--- src/rtl/mux8_rr_arbiter.sv ---
// mux8_rr_arbiter: round-robin arbiter and sequencer for a shared 8:1 mux.
// Picks one of eight requesters, steers the mux select to it, and runs a
// valid/ready handshake toward the single downstream consumer. Locked bursts
// let one requester keep the grant for up to MAX_LOCK consecutive beats.
// No payload passes through this block.
//
// Ports:
//   clk_i        clock, all state updates on the rising edge
//   rst_i        synchronous, active-high reset
//   req_i[7:0]   per-requester request (bit i drives mux input i)
//   lock_i[7:0]  per-requester burst lock, only the granted bit is used
//   out_ready_i  consumer accepts the current mux output
//   sel_o[2:0]   mux select, binary index of the granted requester
//   grant_o[7:0] one-hot grant, zero when idle
//   out_valid_o  mux output valid toward the consumer
//   ack_o[7:0]   one-cycle pulse on bit i when requester i's beat is accepted

module mux8_rr_arbiter #(
    parameter int unsigned MAX_LOCK = 4
) (
    input  logic       clk_i,
    input  logic       rst_i,
    input  logic [7:0] req_i,
    input  logic [7:0] lock_i,
    input  logic       out_ready_i,
    output logic [2:0] sel_o,
    output logic [7:0] grant_o,
    output logic       out_valid_o,
    output logic [7:0] ack_o
);

    typedef enum logic [0:0] {StIdle, StBusy} state_e;

    state_e     state_q;
    logic [7:0] grant_q;
    logic [2:0] sel_q;
    logic       out_valid_q;
    logic [7:0] ack_q;
    logic [2:0] rr_ptr_q;
    logic [3:0] lock_cnt_q;

    // First requester at or after ptr, wrapping 7 -> 0. Result {found, index}.
    function automatic logic [3:0] rr_pick(input logic [7:0] r, input logic [2:0] ptr);
        logic [3:0] res;
        logic [2:0] idx;
        res = 4'b0;
        // Walk from the farthest offset down so the nearest hit is written last.
        for (int i = 7; i >= 0; i--) begin
            idx = ptr + 3'(i);
            if (r[idx]) begin
                res = {1'b1, idx};
            end
        end
        return res;
    endfunction

    logic [2:0] nxt_ptr;
    logic       hold;
    logic       rearb;
    logic [3:0] pick;

    always_comb begin
        nxt_ptr = sel_q + 3'd1;
        // Locked burst continues only while under the fairness cap.
        hold    = out_ready_i & lock_i[sel_q] & req_i[sel_q] &
                  (lock_cnt_q < 4'(MAX_LOCK));
        rearb   = 1'b0;
        pick    = 4'b0;
        unique case (state_q)
            StIdle: begin
                rearb = 1'b1;
                pick  = rr_pick(req_i, rr_ptr_q);
            end
            StBusy: begin
                // Either an accepted beat that does not hold, or a withdrawn beat.
                rearb = out_ready_i ? ~hold : ~req_i[sel_q];
                // Current owner is scanned last, so it only wins if nobody else waits.
                pick  = rr_pick(req_i, nxt_ptr);
            end
            default: begin
                rearb = 1'b1;
                pick  = 4'b0;
            end
        endcase
    end

    always_ff @(posedge clk_i) begin
        if (rst_i) begin
            state_q     <= StIdle;
            grant_q     <= 8'h00;
            sel_q       <= 3'd0;
            out_valid_q <= 1'b0;
            ack_q       <= 8'h00;
            rr_ptr_q    <= 3'd0;
            lock_cnt_q  <= 4'd0;
        end else begin
            ack_q <= 8'h00;
            if (state_q == StBusy && out_ready_i) begin
                ack_q <= grant_q;
            end
            if (rearb) begin
                if (state_q == StBusy) begin
                    rr_ptr_q <= nxt_ptr;
                end
                if (pick[3]) begin
                    state_q     <= StBusy;
                    grant_q     <= 8'b1 << pick[2:0];
                    sel_q       <= pick[2:0];
                    out_valid_q <= 1'b1;
                    lock_cnt_q  <= 4'd1;
                end else begin
                    state_q     <= StIdle;
                    grant_q     <= 8'h00;
                    sel_q       <= 3'd0;
                    out_valid_q <= 1'b0;
                    lock_cnt_q  <= 4'd0;
                end
            end else if (hold) begin
                lock_cnt_q <= lock_cnt_q + 4'd1;
            end
        end
    end

    assign sel_o       = sel_q;
    assign grant_o     = grant_q;
    assign out_valid_o = out_valid_q;
    assign ack_o       = ack_q;

endmodule

--- config.mk ---
export PLATFORM = sky130hd
export DESIGN_NAME = mux8_rr_arbiter
export DESIGN_NICKNAME = d
export VERILOG_FILES = /design/src/rtl/mux8_rr_arbiter.sv
export SDC_FILE = /design/constraint.sdc
export NUM_CORES = 1
export LEC_CHECK = 0
export BUFFER_PORTS_ARGS = -buffer_cell sky130_fd_sc_hd__buf_4
export CELL_PAD_IN_SITES_DETAIL_PLACEMENT = 1
export CELL_PAD_IN_SITES_GLOBAL_PLACEMENT = 2
export CORE_UTILIZATION = 25
export DETAILED_ROUTE_END_ITERATION = 12
export MAX_ROUTING_LAYER = met4
export PLACE_DENSITY_LB_ADDON = 0.08
export SYNTH_ARGS = -nofsm -noshare
export SYNTH_HDL_FRONTEND = slang
export SYNTH_SLANG_ARGS = --single-unit
--- constraint.sdc ---
create_clock -name clk_i -period 8.85 [get_ports clk_i]
set_input_delay 0.4425 -clock clk_i [delete_from_list [all_inputs] [get_ports clk_i]]
set_output_delay 0.4425 -clock clk_i [all_outputs]
set_load 0.02 [all_outputs]
# --- Word level (Yosys, flattened, before mapping) ---
# Cells that the tools add are included.
# Widths: inputs -> output; s select.
classes:
  n_addsub: 16
  reduce_logical: 4
  order_cmp: 18
  shift: 1
  mux: 61
  bitwise: 7
ops:
  columns: ["cell", "n"]
  rows:
  - ["$mux 4", 18]
  - ["$lt 3x4->1 const B", 17]
  - ["$bmux 1 s3", 18]
  - ["$add 3x3->3 const B", 8]
  - ["$mux 1", 21]
  - ["$add 3x2->3 const B", 4]
  - ["$add 3x1->3 const B", 3]
  - ["$mux 8", 1]
  - ["$pmux 4 s2", 1]
  - ["$shl 1x3->8 const A", 1]
  - ["$add 4x1->4 const B", 1]
  - ["$lt 4x3->1 const B", 1]
  - ["$not 1->1", 4]
  - ["$and 1x1->1", 3]
  - ["$mux 3", 1]
  - ["$pmux 1 s2", 1]
  - ["$reduce_and 2->1", 1]
  - ["$reduce_bool 2->1", 1]
  - ["$reduce_or 2->1", 1]
  - ["$logic_and 1x1->1", 1]
totals:
  reg_bits: 27
  output_inout_bits: 20
  inputBits: 19
  wordCells: 113

# --- Depth between registers and ports, before layout ---
logic_depth:
  depth_word: 15
  ltp_mapped: 14
  mapped_depth_nobuf: 10

# --- Least setup slack after synthesis ---
# No wires, ideal clock.
synth_timing:
  path_type: "reg-to-reg"
  from: "register sel_q[0] (netlist: sel_o[0])"
  to: "register grant_q[1] (netlist: grant_o[1])"
  arrival_time_ns: 3.328
  stages_incl_launch_ff: 13
  setup_slack_ns: 5.405
  required_time_ns: 8.733
  path_buffers: 3
  synth_period_minus_slack_ns: 3.445
  setup_time_ns: 0.117
  path_cell_list: "dfxtp_1 buf_4 buf_2 inv_1 ha_1 buf_6 mux4_2 mux2_4 a21o_1 a2111oi_2 o31ai_1 o31a_2 a32o_1"
synth_via:
  elab_chain_cells: 15
  word_cells_on_any_way: 46
  classes_between: "add/sub (8); shift (1); mux (32); bitwise (5)"
synth_rtl:
  columns: ["element", "line_no", "rtl"]
  rows:
  - ["start, declared", "36", "logic [2:0] sel_q;"]
  - ["start signal, assigned", "108", "sel_q <= pick[2:0];"]
  - ["$add 3x1->3 (*)", "63", "nxt_ptr = sel_q + 3'd1;"]
  - ["net nxt_ptr[0]", "57", "logic [2:0] nxt_ptr;"]
  - ["$add 3x3->3", "49", "idx = ptr + 3'(i);"]
  - ["$bmux 1 s3", "50", "if (r[idx]) begin"]
  - ["$mux 1 (implied by the code)", "50", null]
  - ["$mux 4 (7 in series)", "50", null]
  - ["$mux 4 (*)", "50", null]
  - ["$pmux 4 s2 (*)", "69", "unique case (state_q)"]
  - ["$shl 1x3->8", "107", "grant_q <= 8'b1 << pick[2:0];"]
  - ["$mux 8 (*)", "105", "if (pick[3]) begin"]
  - ["end signal, assigned", "107", null]
  - ["end, declared", "35", "logic [7:0] grant_q;"]
# The timed path passes the listed nets; every way through them passes the cells marked *. The select of a mux whose other input is x is not followed.
# A chain may end at the register's enable or synchronous reset.

# --- Worst setup path after layout ---
layout_timing:
  from: "register sel_q[1] (netlist: sel_o[1])"
  to: "register grant_q[0] (netlist: grant_o[0])"
layout_via:
  elab_chain_cells: 15
  word_cells_on_any_way: 46
  classes_between: "add/sub (8); shift (1); mux (32); bitwise (5)"
layout_rtl:
  columns: ["element", "line_no"]
  rows:
  - ["$add 3x1->3", "63"]
  - ["$add 3x3->3", "49"]
  - ["$bmux 1 s3", "50"]
  - ["$mux 1 (implied by the code)", "50"]
  - ["$mux 4 (8 in series)", "50"]
  - ["$pmux 4 s2", "69"]
  - ["$shl 1x3->8", "107"]
  - ["$mux 8", "105"]
# Parallel ways exist; a longest one is shown, timed or not. The select of a mux whose other input is x is not followed.

==> run metrics <==
Critical R2R Capture=grant_o[0]; DIE WIDTH=110 um; Placer Congestion=0.769; Clk pin slew, worst setup/hold paths=0.07 ns; WL final=8.96 mm; status=complete, no violations; vias in the first global route=2542; clk_skew=0.00395 ns; initial antenna violation count=0; die area=0.0120 mm^2; CTS tree=yes; Die Span Y=110 um; largest net degree at the start of global routing=29; Startpoint Class=flip-flop; first drt pass iteration count=4; main flop type after synthesis=dfxtp_1; Slew Viols, Final=0; hpwl dp=6.80 mm; Crit Path Max Fanout=26; r2r worst-path depth=8; Yosys top cell area share=0.217; GR Overflow Total=0; Worst Path Arrival=3.99 ns; Synth Net Count=325; most numerous cell in the Yosys netlist=nand2_1; TritonCTS sink count=27; Netlist Area Pre-Place=0.00290 mm^2; Setup Crit Path Kind=reg2reg; floorplan row count=38; CTS Hold Bufs=0; DR vias=2509; Final ANT Viol Nets=0; VDD IR max=0.000128 V; Clock Tree Buf Depth=2; Fin Setup TNS=0 ns; hold worst-path end=rr_ptr_q[1]; Syn Inst Count=301; area leader, netlist=mux4_2; first-pass GRT wire length=14.4 mm; Lkg Pwr=0.00125 uW; Initial DRC Count=104; DRC violations left=0; FF-to-FF Start=sel_o[1]; Syn Area/Cell=9.64 um^2; synth top area cells=mux4_2, dfxtp_1, mux2i_1; Routed WL per cell=19.4 um; synthesis warning total=0; Syn-to-layout area delta=15.1%; min cycle time layout=3.83 ns; Layout Utilization=0.301; final hold violation count=0; Starting Density=0.262; I/O Pins=39; Nets=346; WHS Path Cells=2; period utilisation layout=0.433; Setup Fix Bufs, Post-CTS=0; FFs w/ async S/R, synth=0; Setup-failing EPs final=0; Required @ worst endpoint=9.01 ns; GRT Total Usage=0.161; class of the worst hold path=in2reg; RSZ-0062 raised after global routing=no; Cell Pwr Density=362 mW/mm^2; CTS resizes=0; depth of the CTS H-tree=1; Hold Startpoint=rst_i; most frequent cells after synthesis=nand2_1, mux4_2, dfxtp_1; distinct cell type count after synthesis=68; reg-to-reg slack, setup=5.02 ns; layout cells sized above 1=0.315; EDFF count, synth=0; I/O Buffers=38; CTS Buf Count=3; worst slew pin tran=1.04 ns; FF+latch count, synth=27; Max Cap Violations=0; CP endpoint kind=flip-flop; core area=0.0111 mm^2; FMAX=261 MHz; sequential share of the synthesized area=0.186; Clk Tree Root Cell=clkbuf_16; vias per inst=5.44; number of diodes=0; Skew-Pair Late Insertion Delay=0.26 ns; max_slew headroom=0.308
-- flip-flops by register name, summed over array words and instances, names as in the netlist --
| signal | count |
|---|---|
| grant_o | 8 |
| rr_ptr_q | 3 |
| sel_o | 3 |
| ack_o | 8 |
| out_valid_o | 1 |
| lock_cnt_q | 4 |
-- critical path: stages (launching register included) --
cell	delay [ns]
dfxtp_1	0.46
ha_1	1.06
mux4_2	0.70
mux2i_2	0.34
a21boi_1	0.21
o31ai_1	0.08
a211o_1	0.30
o211a_1	0.31
a32o_1	0.27
-- stage by stage --
step / cell area (um^2) / setup WS [ns] / power [uW] / hold WS (ns) / std cells
floorplan: 2900 / 5.41 / 906 / 0.431 / 301
global placement: 3250 / 5.01 / 1130 / 0.450 / 457
detailed placement: 3250 / 4.97 / 1120 / 0.459 / 457
CTS: 3340 / 4.97 / 1230 / 0.418 / 461
global route: 3340 / 4.73 / 1310 / 0.423 / 461
finish: 3340 / 5.02 / 1210 / 0.422 / 461
-- area by class of cell --
class | instances | area, um^2
Clock buffer | 3 | 75.1
Sequential cell | 27 | 541
Fill cell | 1285 | 7740
Timing Repair Buffer | 41 | 308
Tap cell | 140 | 175
Inverter | 8 | 30.0
Multi-Input combinational cell | 241 | 2200
Clock inverter | 1 | 7.51
-- layout by cell type, fill, tap and decap left out, types with 3 or more instances in the layout --
cell type  Yosys  routed
buf_4          2      41
nand2_1       29      29
mux4_2        28      28
dfxtp_1       27      27
nor2_1        20      20
mux2i_1       17      17
a21oi_1       13      13
and2_1        12      12
mux2_2        10      10
inv_1          6       6
o21ai_0        6       6
xnor2_1        5       5
nor3_1         5       5
o31ai_1        5       5
a211oi_1       5       5
nand2b_1       5       5
ha_1           5       5
nand3_1        4       4
a22o_1         4       4
a32o_1         4       4
nor2b_1        3       3
xor2_1         3       3
a21o_1         3       3
a31oi_1        3       3
o21ai_1        3       3
clkbuf_16      0       3
-- routing by layer --
layer,track usage,wire (um),vias up
li1,-,-,1207
met1,0.229,4620,1244
met2,0.259,4040,53
met3,0.0101,267,5
met4,0.0171,34,0
met5,-,0,-
-- how the worst max path moves through the flow --
stage / from / to / slack (ns) / cells past startpoint
final: sel_o[1] / grant_o[0] / 5.02 / 8
after global routing: sel_o[1] / grant_o[6] / 4.73 / 9
after floorplan: sel_o[0] / grant_o[1] / 5.41 / 12
after global placement: sel_o[1] / grant_o[0] / 5.01 / 8
after detailed placement: sel_o[1] / grant_o[0] / 4.97 / 8
after CTS: sel_o[1] / grant_o[0] / 4.97 / 8
-- logic make-up after synthesis --
family / after synthesis / share of synthesized area
fa+ha+maj: 5 / 0.0216
buf+inv: 33 / 0.0548
simple gates: 91 / 0.159
flops: 27 / 0.186
xor+xnor: 10 / 0.0401
mux: 59 / 0.335
compound gates: 76 / 0.203
-- power breakdown --
part | total [uW] | internal [uW] | switching [uW]
clock network | 103 | 61.4 | 41.8
registers | 182 | 144 | 37.6
logic | 923 | 412 | 511
Power figures use the tool's default switching activity.
